**config.mk**
```make
export PLATFORM = sky130hd
export DESIGN_NAME = sll_serial_flat
export DESIGN_NICKNAME = d
export VERILOG_FILES = /design/src/rtl/cpu_pkg.sv /design/src/rtl/sll_serial_if.sv /design/src/rtl/sll_serial.sv /design/src/flat_wrapper.sv
export SDC_FILE = /design/constraint.sdc
export NUM_CORES = 1
export LEC_CHECK = 0
export CAP_MARGIN = 25
export CORE_AREA = 2 2 57 59
export CTS_CLUSTER_DIAMETER = 60
export DETAILED_ROUTE_END_ITERATION = 10
export DIE_AREA = 0 0 59 61
export GPL_ROUTABILITY_DRIVEN = 0
export GPL_TIMING_DRIVEN = 0
export PLACE_DENSITY_LB_ADDON = 0.25
export SLEW_MARGIN = 40
export SYNTH_ARGS = -nofsm -noshare
export SYNTH_HDL_FRONTEND = slang
export SYNTH_SLANG_ARGS = --single-unit
```
**constraint.sdc**
```tcl
create_clock -name clk -period 1.4 [get_ports clk]
set_input_delay 0.28 -clock clk [delete_from_list [all_inputs] [get_ports clk]]
set_output_delay 0.28 -clock clk [all_outputs]
set_load 0.02 [all_outputs]
```
**src/rtl/cpu_pkg.sv**
```systemverilog
// Shared CPU datapath definitions: operand widths and the serial shifter FSM encoding.
package cpu_pkg;

  localparam int unsigned WIDTH = 16;
  localparam int unsigned SHW   = 4;

  typedef enum logic [1:0] {
    IDLE  = 2'd0,
    SHIFT = 2'd1,
    DONE  = 2'd2
  } state_t;

endpackage

```
**src/rtl/sll_serial_if.sv**
```systemverilog
// Start/busy/done handshake bundle between the ALU sequencer and the serial left shifter.
interface sll_serial_if;
  import cpu_pkg::*;

  logic             start;
  logic [WIDTH-1:0] hyrja;
  logic [SHW-1:0]   shamt;
  logic [WIDTH-1:0] dalja;
  logic             busy;
  logic             done;
  logic             bartja;
  logic             ovf;

  modport master (
    output start, hyrja, shamt,
    input  dalja, busy, done, bartja, ovf
  );

  modport slave (
    input  start, hyrja, shamt,
    output dalja, busy, done, bartja, ovf
  );

endinterface

```
**src/rtl/sll_serial.sv**
```systemverilog
// Iterative left shifter: one bit per clock, reporting the last carried-out bit and signed overflow.
module sll_serial
  import cpu_pkg::*;
(
  input  logic         clk,
  input  logic         reset,
  sll_serial_if.slave  bus
);

  state_t           r_state;
  state_t           w_next;
  logic [WIDTH-1:0] r_sreg;
  logic [SHW-1:0]   r_cnt;
  logic             r_bartja;
  logic             r_ovf;
  logic             r_busy;
  logic             r_done;

  // Next-state decode; start is only honoured in IDLE.
  always_comb begin
    w_next = r_state;
    case (r_state)
      IDLE: begin
        if (bus.start) begin
          w_next = (bus.shamt != '0) ? SHIFT : DONE;
        end
      end
      SHIFT: begin
        if (r_cnt == SHW'(1)) begin
          w_next = DONE;
        end
      end
      DONE:    w_next = IDLE;
      default: w_next = IDLE;
    endcase
  end

  always_ff @(posedge clk or posedge reset) begin
    if (reset) begin
      r_state <= IDLE;
    end else begin
      r_state <= w_next;
    end
  end

  // Datapath; busy/done are registered from the next state so they line up with r_state.
  always_ff @(posedge clk or posedge reset) begin
    if (reset) begin
      r_sreg   <= '0;
      r_cnt    <= '0;
      r_bartja <= 1'b0;
      r_ovf    <= 1'b0;
      r_busy   <= 1'b0;
      r_done   <= 1'b0;
    end else begin
      case (r_state)
        IDLE: begin
          if (bus.start) begin
            r_sreg   <= bus.hyrja;
            r_cnt    <= bus.shamt;
            r_bartja <= 1'b0;
            r_ovf    <= 1'b0;
          end
        end
        SHIFT: begin
          r_sreg   <= {r_sreg[WIDTH-2:0], 1'b0};
          r_bartja <= r_sreg[WIDTH-1];
          r_ovf    <= r_ovf | (r_sreg[WIDTH-1] ^ r_sreg[WIDTH-2]);
          r_cnt    <= r_cnt - SHW'(1);
        end
        default: begin
        end
      endcase
      r_busy <= (w_next != IDLE);
      r_done <= (w_next == DONE);
    end
  end

  assign bus.dalja  = r_sreg;
  assign bus.bartja = r_bartja;
  assign bus.ovf    = r_ovf;
  assign bus.busy   = r_busy;
  assign bus.done   = r_done;

endmodule

```
**src/flat_wrapper.sv**
```systemverilog
// flat-port wrapper written by rule: the top's interface ports become plain ports
module sll_serial_flat import cpu_pkg::*;
  (clk, reset, bus_start, bus_hyrja, bus_shamt, bus_dalja, bus_busy, bus_done, bus_bartja, bus_ovf);
  sll_serial_if bus_i ();
  input  logic clk;
  input  logic reset;
  input wire logic [$bits(bus_i.start)-1:0] bus_start;
  input wire logic [$bits(bus_i.hyrja)-1:0] bus_hyrja;
  input wire logic [$bits(bus_i.shamt)-1:0] bus_shamt;
  output wire logic [$bits(bus_i.dalja)-1:0] bus_dalja;
  output wire logic [$bits(bus_i.busy)-1:0] bus_busy;
  output wire logic [$bits(bus_i.done)-1:0] bus_done;
  output wire logic [$bits(bus_i.bartja)-1:0] bus_bartja;
  output wire logic [$bits(bus_i.ovf)-1:0] bus_ovf;
  assign bus_i.start = bus_start;
  assign bus_i.hyrja = bus_hyrja;
  assign bus_i.shamt = bus_shamt;
  assign bus_dalja = bus_i.dalja;
  assign bus_busy = bus_i.busy;
  assign bus_done = bus_i.done;
  assign bus_bartja = bus_i.bartja;
  assign bus_ovf = bus_i.ovf;
  sll_serial u_core (.clk(clk), .reset(reset), .bus(bus_i));
endmodule
```
==> metrics.cfg <==
[synth]
yosysWarnings = 0
synth-xor-area-share_pct = 0.709
synth-compound-area-share_pct = 28.1
synth_top_family_by_area = compound AO/OA/AOI/OAI gates
synth_top_area_share_pct = 52.6
synth_mux_area_share_pct = 0
syn_inst = 128
syn_area_mm2 = 0.00124
yosys-top-cells-area = dfrtp_1 (53%), o22ai_1 (7.1%), a22oi_1 (5.5%)
yosys.area.top_type = dfrtp_1
synth_cell_types = 26
synthAdderAreaFrac_pct = 2.02
ys_seq_area_share_pct = 52.6
syn_nets = 153
syn_area_per_cell_um2 = 9.66
synth_seq_cells = 26
synth-simple-area-share_pct = 11.0

[clocking]
cts_tree = yes
clkTransAtPathRegs_ps = 140
clk_path_buf_depth = 2
htree_levels = 1
cts-root-buf = clkbuf_4
ctsHoldBuffers = 0
clock_sinks = 26
cts_buffers = 3
clk-insertion-delay-late_ps = 310

[grt]
busiest_layer = met2
gr-total-overflow = 0
grt.met2_usage_pct = 34.0
grt_pass1_wl_mm = 5.20
grt_pass1_vias = 1197
grt_use_met3_pct = 3.84
grt_usage_pct = 19.0
grt_max_degree = 27
antenna_found_initial = 0
use_met1_pct = 23.3

[final_layout]
final_common_cell = dfrtp_1
finish.utilization_pct = 58.6
area_growth_syn_to_layout_pct = 40.1
layout_common_cells = dfrtp_1 (25), clkdlybuf4s50_1 (22), o22ai_1 (14), a21oi_1 (12), o21ai_0 (11)
seqCellArea_um2 = 652
multi_input_area_um2 = 518
fin_nets = 200
antenna_cells = 0
fill_cells = 279
drive_gt1_share_pct = 10.9
layout.cells.non_filler = 207

[status]
status = completed

[worst_setup_path]
critPathCaptureType = flop
crit_fanout = 10
ff2ff_path_depth = 3
slowest_delay_ps = 550
cp_cell_sequence = clkdlybuf4s50_1 -> clkbuf_1 -> nor2_1 -> o21ai_0 -> nand3_1
required_ps = 1610
crit_slowest_cell = clkdlybuf4s50_1
critPathArrivalTime_ps = 1580
worstSetupPathType = input pin to flop
worstReg2RegEnd = u_core.r_cnt[3]
reg2reg_from = u_core.r_cnt[2]
reg2reg_slack_ps = 80
setup.worst_path.start_class = input pin

[floorplan]
num_rows = 20
die_area_mm2 = 0.00360
core_mm2 = 0.00295
die_w_um = 59
pin_count = 43
dieHeight_um = 61
initial_core_util_pct = 41.9

[timing]
worst_pin_slew_ps = 538
slew_headroom_pct = 64.1
finalSetupViolCount = 0
period_share_pct = 97.6
clock-skew-final_ps = 6.24
grt_setup_unrepaired = no
clock.fmax_mhz = 732
tns_ps = 0
hold_viol = 0
slew_violations = 0
hold_ws_ps = 305
min_period_ps = 1370

[placement]
post-dp-hpwl_mm = 2.29
io_buffer_count = 42
placed_cells = 203

[route]
drt-initial-drc-count = 54
wl_per_cell_um = 15.5
wirelength_mm = 3.20
via_count = 1203
drcViolationCount = 0
drt-pass1-iter-count = 4
ant_nets = 0
vias_per_cell = 5.81

[pwr]
clkPwrFrac_pct = 13.4
p_sw_share_pct = 42.4
seq_power_share_pct = 36.6
p_leak_nw = 0.752
p_int_w = 0.00219
vdd_ir_drop_max_v = 0.00102
switchingPower_w = 0.00161
pwr-share-comb_pct = 50.0
p_per_area_mw_per_mm2 = 2200

[min_path]
min_path_type = input pin to async pin

[run]
maxCapViolCount = 0

==> synthesized netlist by cell type <==
master and number:
o22ai_1 14, a21o_1 1, dfrtp_1 26, and2_1 1, nor2_1 7, buf_2 6
nand2b_1 4, o21ai_0 11, a22oi_1 9, xor2_1 1, a32oi_1 2, inv_1 6
nand3_1 1, nor4_1 1, a22o_1 1, o311ai_0 1, nand4b_1 1, nand2_1 9
nor2b_1 2, a2bb2oi_1 2, a32o_1 1, a21oi_1 12, ha_1 2, clkbuf_1 4
o21bai_1 1, or3_1 2
==> worst max path at each step <==
stage                              start               to  slack [ps]  depth (start not counted)
detailed placement             bus_start  u_core.r_cnt[3]        -290                          5
global route         u_core.bus.dalja[5]     bus_dalja[5]           2                          1
global placement               bus_start  u_core.r_cnt[3]        -240                          5
finish                         bus_start  u_core.r_cnt[3]          30                          5
CTS                 u_core.bus.dalja[15]    bus_dalja[15]          10                          1
floorplan                u_core.r_cnt[2]  u_core.r_cnt[3]         170                          3
==> power groups by stage <==
stage               combinational (W)  clock (W)  sequential (W)
global route                  0.00209   0.000558         0.00144
finish                        0.00190   0.000510         0.00139
global placement              0.00201          0         0.00139
CTS                           0.00189   0.000518         0.00139
detailed placement            0.00205          0         0.00141
floorplan                    0.000939          0         0.00166
==> timing repair <==
action | 4_1_cts | 5_1_grt
buffers inserted | 0 | 1
resized for setup | 23 | 19
setup endpoints to repair | 20 | 18
cloned | 0 | 0
==> metal layers <==
layer  wire length, um  share of wire, %
met1              1490                46
met2              1530                48
met3               162               5.1
met4                15              0.47
met5                 0                 0
==> per-stage QoR <==
step	cell area [um^2]	power, W	setup WS, ps
3_3_place_gp	1700	0.00340	-241
4_1_cts	1730	0.00380	10.8
6_report	1730	0.00381	33.9
3_5_place_dp	1700	0.00346	-286
5_1_grt	1730	0.00409	1.82
2_1_floorplan	1240	0.00260	174
==> cell families (layout without fill, tap and decap cells) <==
logic type | count (synthesis) | in the layout
and+or+nand+nor | 28 | 28
xor gates and xnor gates | 1 | 1
buffers and inverters | 16 | 62
adders and majority gates | 2 | 2
AOI/OAI and AO/OA | 55 | 55
DFF | 26 | 26
==> final cells by class <==
type                            count  share of cell area, %
Clock buffer                        3                   1.30
Multi-Input combinational cell     86                   29.9
Tap cell                           33                   2.38
Sequential cell                    26                   37.6
Timing Repair Buffer               43                   23.1
Inverter                            6                   1.30
Clock inverter                      1                   1.73
Buffer                              9                   2.60
==> critical path: cells and delay by family <==
family                 cells  cell delay [ps]
buffers and inverters      2              950
AOI/OAI and AO/OA          1              160
and+or+nand+nor            2              180
==> registers in the layout (all words and copies together), names as in the netlist <==
register and count:
u_core.bus.dalja 16, u_core.bus.busy 1, u_core.bus.bartja 1, u_core.r_cnt 4, u_core.r_state 2, u_core.bus.done 1, u_core.bus.ovf 1
Power figures use the tool's default switching activity.
